$ cat src/rtl/image_pkg.sv
// Shared types and constants for the Sobel line packer.
package image_pkg;

  typedef enum logic [2:0] {IDLE, HDR, DATA, SKIP, PAD} state_e;

  localparam int unsigned HDR_BYTES  = 2;
  localparam int unsigned LINE_IDX_W = 15;

  function automatic int unsigned bytes_per_line(input int unsigned width);
    return width / 8;
  endfunction

endpackage

$ cat src/rtl/sobel_line_packer_if.sv
// Pixel stream in, FIFO status in, record bytes out; slave is the packer's view.
interface sobel_line_packer_if;

  logic       sobel;
  logic       sobel_valid;
  logic       sobel_hsync;
  logic       sobel_vsync;
  logic       fifo_afull;
  logic       fifo_full;
  logic [7:0] out_data;
  logic       out_valid;
  logic       out_sol;
  logic       out_eol;

  modport master (
    output sobel, sobel_valid, sobel_hsync, sobel_vsync, fifo_afull, fifo_full,
    input  out_data, out_valid, out_sol, out_eol
  );

  modport slave (
    input  sobel, sobel_valid, sobel_hsync, sobel_vsync, fifo_afull, fifo_full,
    output out_data, out_valid, out_sol, out_eol
  );

endinterface

$ cat src/rtl/sync_edge_detect.sv
// Registers one sync signal and flags its edges against the registered copy.
module sync_edge_detect (
  input  logic clk,
  input  logic rst_p,
  input  logic sig_i,
  output logic rise_o,
  output logic fall_o
);

  logic sig_q;

  always_ff @(posedge clk) begin
    if (rst_p) begin
      sig_q <= 1'b0;
    end else begin
      sig_q <= sig_i;
    end
  end

  assign rise_o = sig_i & ~sig_q;
  assign fall_o = ~sig_i & sig_q;

endmodule

$ cat src/rtl/sobel_line_packer.sv
// Packs the 1-bit Sobel stream into per-line records: 2 header bytes + IMAGE_WIDTH/8 data bytes.
// PACKER_STATS_EN enables the frame_cnt / skip_cnt statistics registers.
module sobel_line_packer
  import image_pkg::*;
#(
  parameter int unsigned IMAGE_WIDTH  = 1280,
  parameter int unsigned IMAGE_HEIGHT = 720
) (
  input  logic                clk,
  input  logic                rst_p,
  sobel_line_packer_if.slave  bus,
  output logic                line_skip,
  output logic                overrun,
  output logic [15:0]         frame_cnt,
  output logic [15:0]         skip_cnt
);

  localparam int unsigned PixW = $clog2(IMAGE_WIDTH);
  localparam logic [PixW-1:0] LastPix = PixW'(IMAGE_WIDTH - 1);

  state_e                  state_q;
  logic [PixW-1:0]         pixel_cnt_q;
  logic [LINE_IDX_W-1:0]   line_idx_q;
  logic [7:0]              shift_q;
  logic                    frame_toggle_q;
  logic                    clr_pend_q;

  logic hs_rise, hs_fall, vs_rise, vs_fall;
  logic unused_edges;

  sync_edge_detect u_hsync_edge (
    .clk    (clk),
    .rst_p  (rst_p),
    .sig_i  (bus.sobel_hsync),
    .rise_o (hs_rise),
    .fall_o (hs_fall)
  );

  sync_edge_detect u_vsync_edge (
    .clk    (clk),
    .rst_p  (rst_p),
    .sig_i  (bus.sobel_vsync),
    .rise_o (vs_rise),
    .fall_o (vs_fall)
  );

  assign unused_edges = hs_rise ^ vs_fall;

  logic [LINE_IDX_W-1:0] line_eff;
  logic                  skip_cond, skip_start, abort;
  logic [7:0]            shift_nx, pad_byte;
  logic [3:0]            pad_sh;
  logic                  pad_last;
  logic [PixW-1:0]       pad_next;

  // A pending frame restart zeroes the line index as soon as the block is idle.
  assign line_eff   = (state_q == IDLE && (clr_pend_q || vs_rise)) ? '0 : line_idx_q;
  assign skip_cond  = bus.fifo_afull || ({1'b0, line_eff} >= 16'(IMAGE_HEIGHT));
  assign skip_start = (state_q == IDLE) && bus.sobel_valid && skip_cond;
  assign abort      = hs_fall || vs_rise;
  assign shift_nx   = {shift_q[6:0], bus.sobel};
  // Left-align the partial byte; an empty partial byte shifts out to zero.
  assign pad_sh     = 4'd8 - {1'b0, pixel_cnt_q[2:0]};
  assign pad_byte   = shift_q << pad_sh;
  assign pad_last   = (pixel_cnt_q | PixW'(7)) == LastPix;
  assign pad_next   = (pixel_cnt_q | PixW'(7)) + PixW'(1);

  logic       emit, emit_sol, emit_eol;
  logic [7:0] emit_data;

  always_comb begin
    emit      = 1'b0;
    emit_data = '0;
    emit_sol  = 1'b0;
    emit_eol  = 1'b0;
    case (state_q)
      IDLE: begin
        if (bus.sobel_valid && !skip_cond) begin
          emit      = 1'b1;
          emit_data = {frame_toggle_q, line_eff[14:8]};
          emit_sol  = 1'b1;
        end
      end
      HDR: begin
        emit      = 1'b1;
        emit_data = line_idx_q[7:0];
      end
      DATA: begin
        if (!abort && bus.sobel_valid && pixel_cnt_q[2:0] == 3'd7) begin
          emit      = 1'b1;
          emit_data = shift_nx;
          emit_eol  = (pixel_cnt_q == LastPix);
        end
      end
      PAD: begin
        emit      = 1'b1;
        emit_data = pad_byte;
        emit_eol  = pad_last;
      end
      default: ;
    endcase
  end

  always_ff @(posedge clk) begin
    if (rst_p) begin
      state_q        <= IDLE;
      pixel_cnt_q    <= '0;
      line_idx_q     <= '0;
      shift_q        <= '0;
      frame_toggle_q <= 1'b0;
      clr_pend_q     <= 1'b0;
      bus.out_data   <= '0;
      bus.out_valid  <= 1'b0;
      bus.out_sol    <= 1'b0;
      bus.out_eol    <= 1'b0;
      line_skip      <= 1'b0;
      overrun        <= 1'b0;
    end else begin
      // A byte refused by a full FIFO is dropped but still counted.
      bus.out_valid <= emit & ~bus.fifo_full;
      bus.out_data  <= (emit & ~bus.fifo_full) ? emit_data : 8'h00;
      bus.out_sol   <= emit_sol & ~bus.fifo_full;
      bus.out_eol   <= emit_eol & ~bus.fifo_full;
      if (emit && bus.fifo_full) overrun <= 1'b1;
      line_skip <= 1'b0;
      if (vs_rise) begin
        frame_toggle_q <= ~frame_toggle_q;
        clr_pend_q     <= 1'b1;
      end
      case (state_q)
        IDLE: begin
          if (bus.sobel_valid) begin
            shift_q     <= shift_nx;
            pixel_cnt_q <= PixW'(1);
            line_idx_q  <= line_eff;
            clr_pend_q  <= 1'b0;
            if (skip_start) begin
              state_q   <= SKIP;
              line_skip <= 1'b1;
            end else begin
              state_q <= HDR;
            end
          end else if (clr_pend_q) begin
            line_idx_q <= '0;
            clr_pend_q <= 1'b0;
          end
        end
        HDR: begin
          if (abort) begin
            state_q <= PAD;
          end else begin
            state_q <= DATA;
            if (bus.sobel_valid) begin
              shift_q     <= shift_nx;
              pixel_cnt_q <= pixel_cnt_q + PixW'(1);
            end
          end
        end
        DATA: begin
          if (abort) begin
            state_q <= PAD;
          end else if (bus.sobel_valid) begin
            shift_q <= shift_nx;
            if (pixel_cnt_q == LastPix) begin
              state_q     <= IDLE;
              pixel_cnt_q <= '0;
              line_idx_q  <= line_idx_q + LINE_IDX_W'(1);
            end else begin
              pixel_cnt_q <= pixel_cnt_q + PixW'(1);
            end
          end
        end
        SKIP: begin
          if (hs_fall || (bus.sobel_valid && pixel_cnt_q == LastPix)) begin
            state_q     <= IDLE;
            pixel_cnt_q <= '0;
            line_idx_q  <= line_idx_q + LINE_IDX_W'(1);
          end else if (bus.sobel_valid) begin
            pixel_cnt_q <= pixel_cnt_q + PixW'(1);
          end
        end
        PAD: begin
          pixel_cnt_q <= pad_next;
          if (pad_last) begin
            state_q     <= IDLE;
            pixel_cnt_q <= '0;
            line_idx_q  <= line_idx_q + LINE_IDX_W'(1);
          end
        end
        default: state_q <= IDLE;
      endcase
    end
  end

`ifdef PACKER_STATS_EN
  logic [15:0] frame_cnt_q, skip_cnt_q;

  always_ff @(posedge clk) begin
    if (rst_p) begin
      frame_cnt_q <= '0;
      skip_cnt_q  <= '0;
    end else begin
      if (vs_rise) frame_cnt_q <= frame_cnt_q + 16'd1;
      if (skip_start) skip_cnt_q <= skip_cnt_q + 16'd1;
    end
  end

  assign frame_cnt = frame_cnt_q;
  assign skip_cnt  = skip_cnt_q;
`else
  assign frame_cnt = '0;
  assign skip_cnt  = '0;
`endif

endmodule

$ cat src/flat_wrapper.sv
// flat-port wrapper written by rule: the top's interface ports become plain ports
module sobel_line_packer_flat import image_pkg::*;
#(
  parameter int unsigned IMAGE_WIDTH  = 1280,
  parameter int unsigned IMAGE_HEIGHT = 720
)
  (clk, rst_p, line_skip, overrun, frame_cnt, skip_cnt, bus_sobel, bus_sobel_valid, bus_sobel_hsync, bus_sobel_vsync, bus_fifo_afull, bus_fifo_full, bus_out_data, bus_out_valid, bus_out_sol, bus_out_eol);
  sobel_line_packer_if bus_i ();
  input  logic clk;
  input  logic rst_p;
  output logic line_skip;
  output logic overrun;
  output logic [15:0] frame_cnt;
  output logic [15:0] skip_cnt;
  input wire logic [$bits(bus_i.sobel)-1:0] bus_sobel;
  input wire logic [$bits(bus_i.sobel_valid)-1:0] bus_sobel_valid;
  input wire logic [$bits(bus_i.sobel_hsync)-1:0] bus_sobel_hsync;
  input wire logic [$bits(bus_i.sobel_vsync)-1:0] bus_sobel_vsync;
  input wire logic [$bits(bus_i.fifo_afull)-1:0] bus_fifo_afull;
  input wire logic [$bits(bus_i.fifo_full)-1:0] bus_fifo_full;
  output wire logic [$bits(bus_i.out_data)-1:0] bus_out_data;
  output wire logic [$bits(bus_i.out_valid)-1:0] bus_out_valid;
  output wire logic [$bits(bus_i.out_sol)-1:0] bus_out_sol;
  output wire logic [$bits(bus_i.out_eol)-1:0] bus_out_eol;
  assign bus_i.sobel = bus_sobel;
  assign bus_i.sobel_valid = bus_sobel_valid;
  assign bus_i.sobel_hsync = bus_sobel_hsync;
  assign bus_i.sobel_vsync = bus_sobel_vsync;
  assign bus_i.fifo_afull = bus_fifo_afull;
  assign bus_i.fifo_full = bus_fifo_full;
  assign bus_out_data = bus_i.out_data;
  assign bus_out_valid = bus_i.out_valid;
  assign bus_out_sol = bus_i.out_sol;
  assign bus_out_eol = bus_i.out_eol;
  sobel_line_packer #(.IMAGE_WIDTH(IMAGE_WIDTH), .IMAGE_HEIGHT(IMAGE_HEIGHT)) u_core (.clk(clk), .rst_p(rst_p), .bus(bus_i), .line_skip(line_skip), .overrun(overrun), .frame_cnt(frame_cnt), .skip_cnt(skip_cnt));
endmodule
$ cat config.mk
export PLATFORM = sky130hd
export DESIGN_NAME = sobel_line_packer_flat
export DESIGN_NICKNAME = d
export VERILOG_FILES = /design/src/rtl/image_pkg.sv /design/src/rtl/sobel_line_packer_if.sv /design/src/rtl/sync_edge_detect.sv /design/src/rtl/sobel_line_packer.sv /design/src/flat_wrapper.sv
export SDC_FILE = /design/constraint.sdc
export NUM_CORES = 1
export LEC_CHECK = 0
export CORE_MARGIN = 3
export CORE_UTILIZATION = 50
export DETAILED_ROUTE_END_ITERATION = 10
export PLACE_DENSITY = 0.77
export SYNTH_ARGS = -nofsm -noshare
export SYNTH_HDL_FRONTEND = slang
export SYNTH_SLANG_ARGS = --single-unit
$ cat constraint.sdc
create_clock -name clk -period 2.5 [get_ports clk]
set_input_delay 0.75 -clock clk [delete_from_list [all_inputs] [get_ports clk]]
set_output_delay 0.75 -clock clk [all_outputs]
set_load 0.05 [all_outputs]
== Yosys cells after proc, flatten, opt, wreduce, memory -nomap -nowiden ==
Index checks and enable logic that the tools add are counted.
W data, S select, Z words.

* Register bits after elaboration: 54
* Bits of input ports: 8
* Output and inout bits: 45
* Word-level logic and storage cells: 120

* Add/subtract/negate cells: 4
* $lt $le $gt $ge: 1
* Equal/unequal tests: 18
* Shifts and indexed selects: 1
* Mux-type cells: 44
* Bitwise operators: 12
* Reductions and logical operators: 26

{| class="wikitable"
|+ Operators by type and width
! kind !! count
|-
| $mux W15 || 8
|-
| $mux W11 || 8
|-
| $pmux W15 S4 || 1
|-
| $pmux W11 S5 || 1
|-
| $mux W8 || 4
|-
| $pmux W8 S4 || 1
|-
| $add A11 B1 Y11 const B || 2
|-
| $mux W3 || 7
|-
| $pmux W8 S2 || 1
|-
| $add A15 B1 Y15 const B || 1
|-
| $ge A15 B10 Y1 const B || 1
|-
| $pmux W3 S5 || 1
|-
| $eq A11 B11 Y1 const B || 1
|-
| $ne A2 B2 Y1 const B || 5
|-
| $reduce_and A5 Y1 || 2
|-
| $mux W1 || 9
|-
| $eq A8 B8 Y1 const B || 1
|-
| $logic_and A1 B1 Y1 || 8
|-
| $shl A8 B4 Y8 || 1
|-
| $not A1 Y1 || 7
|-
| $reduce_and A7 Y1 || 1
|-
| $eq A3 B2 Y1 const B || 2
|-
| $eq A3 B3 Y1 const B || 2
|-
| $ne A2 B1 Y1 const B || 3
|-
| other kinds (17) || 28
|}

== Logic depth before layout (Yosys ltp) ==
* Depth after elaboration: 14
* Depth in mapped cells: 9
* Depth with buffers taken out: 7

== Cells and area by module ==
From an unflattened synthesis, not the netlist that was laid out.

* Cell total of the unflattened synthesis: 444
* Area total of the unflattened synthesis: 3,747.3 µm²

{| class="wikitable"
|+ Modules (own cells, without submodules)
! module !! times used !! cells an instance !! area each (µm²) !! sequential area each (µm²)
|-
| sobel_line_packer || 1 || 436 || 3,669.8 || 1,041.0
|-
| sync_edge_detect || 2 || 4 || 38.8 || 20.0
|}

== Least setup slack after synthesis ==
Ideal clock, no wire load.

* Kind: reg2reg
* Start point: register u_core.pixel_cnt_q[0]
* End point: register u_core.bus.out_data[6]
* Setup time: 0.144 ns
* Data arrival time: 2.243 ns
* Required time: 2.356 ns
* Path slack: 0.113 ns
* Stages on the path, launching flop included: 9
* Buffers on the path: 2
* Clock period less this slack: 2.387 ns
* Cells stage by stage: dfxtp_1 > clkbuf_1 > inv_1 > ha_1 > clkbuf_1 > mux2i_1 > o22ai_1 > a222oi_1 > a21oi_1

* Longest elaborated chain between the ends: 7
* Elaborated cells between the ends (all ways): 11
* Those cells by class: 1 x add/sub; 1 x eq/ne; 1 x shift; 4 x mux; 2 x bitwise; 2 x reduce/logical

{| class="wikitable"
|+ Ends and longest elaborated chain
! item !! RTL line !! RTL
|-
| start, declared || sobel_line_packer.sv:22 || <nowiki>logic [PixW-1:0] pixel_cnt_q;</nowiki>
|-
| start signal, assigned || sobel_line_packer.sv:134 || <nowiki>pixel_cnt_q <= PixW'(1);</nowiki>
|-
| start signal, assigned || sobel_line_packer.sv:155 || <nowiki>pixel_cnt_q <= pixel_cnt_q + PixW'(1);</nowiki>
|-
| start signal, assigned || sobel_line_packer.sv:169 || <nowiki>pixel_cnt_q <= pixel_cnt_q + PixW'(1);</nowiki>
|-
| parallel branches: the longest is 7 deep, another holds $sub A4 B3 Y4 || - ||
|-
| end signal, assigned || sobel_line_packer.sv:121 || <nowiki>bus.out_data <= (emit & ~bus.fifo_full) ? emit_data : 8'h00;</nowiki>
|-
| end, declared || sobel_line_packer_if.sv:22 || <nowiki>output out_data, out_valid, out_sol, out_eol</nowiki>
|}

Several ways; the timed one is not identified.
A chain may end at the register's enable or synchronous reset.

== Final worst setup path ==
* Start point: input bus_sobel_hsync
* End point: register u_core.line_idx_q[11]

* Longest elaborated chain between the ends: 5
* Elaborated cells between the ends (all ways): 7
* Those cells by class: 2 x eq/ne; 2 x bitwise; 3 x reduce/logical

{| class="wikitable"
|+ Ends and longest elaborated chain
! item !! RTL line !! RTL
|-
| start, declared || flat_wrapper.sv:17 || <nowiki>input wire logic [$bits(bus_i.sobel_hsync)-1:0] bus_sobel_hsync;</nowiki>
|-
| $not A1 Y1 (*) || sync_edge_detect.sv:21 || <nowiki>assign fall_o = ~sig_i & sig_q;</nowiki>
|-
| $and A1 B1 Y1 (*) || sync_edge_detect.sv:21 ||
|-
| $logic_or A1 B1 Y1 (on tied branches) || sobel_line_packer.sv:174, sobel_line_packer.sv:60 ||
|-
| $ne A2 B1 Y1 (no line) / $ne A2 B2 Y1 (equally long branches) || - ||
|-
| $reduce_and A7 Y1 (no line) (*) || - ||
|-
| end signal, assigned || sobel_line_packer.sv:167 || <nowiki>line_idx_q <= line_idx_q + LINE_IDX_W'(1);</nowiki>
|-
| end signal, assigned || sobel_line_packer.sv:177 || <nowiki>line_idx_q <= line_idx_q + LINE_IDX_W'(1);</nowiki>
|-
| end signal, assigned || sobel_line_packer.sv:187 || <nowiki>line_idx_q <= line_idx_q + LINE_IDX_W'(1);</nowiki>
|-
| end, declared || sobel_line_packer.sv:23 || <nowiki>logic [LINE_IDX_W-1:0] line_idx_q;</nowiki>
|}

Mark *: on every way between the ends. The rest lies on a longest branch, timed or not.

==> metrics.cfg <==
[logic_synthesis]
synthAdderAreaFrac=0.0174
synth_compound_area_frac=0.249
yosysSeqAreaShare=0.300
synth_edf_count=0
synth_seq_cells=54
syn-cell-area_sq_mm=0.00360
ys_warn_count=0
netlist_instances=454
syn_avg_cell_area_sq_um=7.93
yosys.area_share.simple=0.245
synth_top_family_by_area=compound AO/OA/AOI/OAI gates
synthMuxAreaShare=0.0612
synth_cell_types=65
synth_ff_type=dfxtp_1
async_reset_ff_frac=0
synth-xor-area-share=0.0170

[worst_setup_path]
slowest_delay_ns=0.49
critPathBufInv=1
critPathKind=primary input to flop
crit_fanout=5
end_kind=flop
crit_chain=clkdlybuf4s50_1 -> nor2b_1 -> nor2_1 -> a21oi_2 -> nor3_4 -> or3b_1 -> a31oi_1
cp_top_family=simple AND/OR/NAND/NOR gates
crit_required_ns=2.73
cp.arrival_ns=2.63
cp_slowest_cell=clkdlybuf4s50_1
crit_start=bus_sobel_hsync
r2r_start=u_core.pixel_cnt_q[10]
cp-start-kind=primary input

[global_routing]
grt_pass1_wl_microns=16200
grt_max_degree=28
antenna_found_initial=0
grt_overflow=0
grt_pass1_vias=3358
grt_usage=0.236

[pwr]
power_density_mw_per_mm2=621
peakVddDrop_uv=347
p_total_mw=2.63
p_leak_nw=1.61

[layout]
fill_cells=596
fin_nets=519
final_layout_size_suffix_gt1_frac=0.162
diodes=0
syn_to_final_growth_pct=17.7
final_cells=603
finish.utilization=0.617

[drt]
vias_per_cell=6.00
drc=0
routedWlPerCell_microns=16.4
drt_wl_total_microns=9880
drt.antenna.violating_nets=0
vias=3621
drtIter0Drc=492
first_pass_iters=6

[clock_tree]
clkSinkCount=54
clk_latency_ns=0.32
cts_root_buffer=clkbuf_8
htreeDepth=2
cts_buffer_depth=2
numCtsBuffers=5
postCtsHoldBufs=0
cts_tree=built
clk_pin_slew_worst_paths_ns=0.10

[floorplanning]
start_util=0.524
core_area_sq_mm=0.00687
die_width_microns=90.9
rows=30
die_y_microns=90.9
io_pins=53
die_area_sq_mm=0.00825

[sta]
holdWs_ns=0.494
clock.fmax_mhz=418
slew_viol_final=0
finalSetupViolCount=0
fin_crit_sh=0.957
finalHoldViolCount=0
rsz0062_at_grt=yes
tightest_slew_ns=0.610
relSlewSlack=0.589
setup-tns-final_ns=0
fin_skew_ns=0.0109
fin_crit_ns=2.39

[status]
outcome=finished clean

[placement]
hpwlAfterDp_microns=7240
dp.cells=593
io_buffers=20
gp_congestion=0.964

[worst_hold_path]
holdCritStartpoint=u_core.line_idx_q[14]
min_path_type=flop to flop

[run]
max-cap-violations=0

## placed cells by master, fill, tap and decap left out, drive strengths merged, types with 2 or more instances in the layout
cell type and instances:
buf 54, dfxtp 54, nand2 43, nor2 41
a21oi 36, conb 32, o21ai 24, nand3 21
clkdlybuf4s50 19, mux2i 13, nor3 13, a31oi 10
inv 10, nor2b 9, a222oi 9, and3 9
a211oi 8, a21o 7, nand2b 6, xnor2 6
a311oi 6, nand4 5, ha 5, clkbuf 5
nor3b 5, nor4 5, mux4 4, or3b 4
a221oi 3, a22oi 3, o31ai 3, o211a 2
and4 2, o221ai 2, or3 2, and2 2
o21bai 2, a41oi 2, o311ai 2
## metrics by stage
stage	cell area (sq um)	setup slack, ns
CTS	4200	0.0175
finish	4240	0.108
global placement	4080	-0.221
floorplan	3720	0.113
global route	4240	-0.0270
detailed placement	4080	-0.294
## layer usage
metal  GRT usage  vias to the layer above  wire length [microns]
met3      0.0442                       23                    943
met4      0.0842                        0                    200
li1            -                     1730                      -
met1       0.311                     1677                   4190
met2       0.385                      191                   4550
met5           0                        -                      0
## registers in the layout, indices dropped and copies added (netlist names)
name	count
u_core.line_idx_q	15
u_core.pixel_cnt_q	11
u_core.bus.out_data	8
u_core.shift_q	8
u_core.state_q	3
u_core.bus.out_eol	1
u_core.bus.out_sol	1
u_core.bus.out_valid	1
u_core.clr_pend_q	1
u_core.frame_toggle_q	1
u_core.line_skip	1
u_core.overrun	1
u_core.u_hsync_edge.sig_q	1
u_core.u_vsync_edge.sig_q	1
## power by group
part | switching (mW) | internal [mW] | total (mW)
logic | 0.660 | 0.395 | 1.05
registers | 0.0542 | 0.899 | 0.953
clock network | 0.321 | 0.304 | 0.625
## what timing repair did
action	CTS	global route
resized for setup	0	9
buffers inserted	0	2
setup endpoints to repair	0	24
## final timing paths
path / endpoint / slack (ns) / depth (start not counted)
max: u_core.line_idx_q[11] / 0.11 / 7
min: u_core.line_idx_q[14] / 0.49 / 1
max reg2reg: u_core.line_idx_q[11] / 0.12 / 6
min reg2reg: u_core.line_idx_q[14] / 0.49 / 1
## worst reg2reg max path, cell delays in order, from the launching register on
cell and delay, ns:
dfxtp_1 0.53, or3b_4 0.45, nor4_4 0.31, a21oi_2 0.15, nor3_4 0.31, or3b_1 0.39, a31oi_1 0.17
## final cells by class
class                      count  area [sq um]  area share
timing repair buffer          74           624       0.147
clock inverter                 3          47.5      0.0112
sequential                    54          1080       0.256
multi-input combinational    362          2260       0.533
tap                           96           120      0.0283
inverter                       9          33.8     0.00797
clock buffer                   5          68.8      0.0162
## kinds of logic after synthesis
| logic type | Yosys count |
|---|---|
| xor gates and xnor gates | 7 |
| AOI/OAI and AO/OA | 131 |
| and+or+nand+nor | 170 |
| adders and majority gates | 5 |
| DFF | 54 |
| other | 1 |
| muxes | 17 |
| buffers and inverters | 69 |
## cell usage after synthesis (all sizes together) (6+ instances only)
cell type  instances  share of area
nor2b              9          0.016
a222oi             9          0.025
clkbuf            18          0.019
o21ai             24          0.033
nand2b             6          0.010
a311oi             6          0.015
xnor2              6          0.015
and3               9          0.016
nor2              41          0.043
a21o               7          0.015
nor3              13          0.023
dfxtp             54           0.30
a211oi             8          0.017
a21oi             36          0.052
a31oi             10          0.017
nand3             21          0.029
mux2i             13          0.036
nand2             43          0.045
inv                9         0.0094
buf               42          0.081
(Power assumes the default switching activity.)
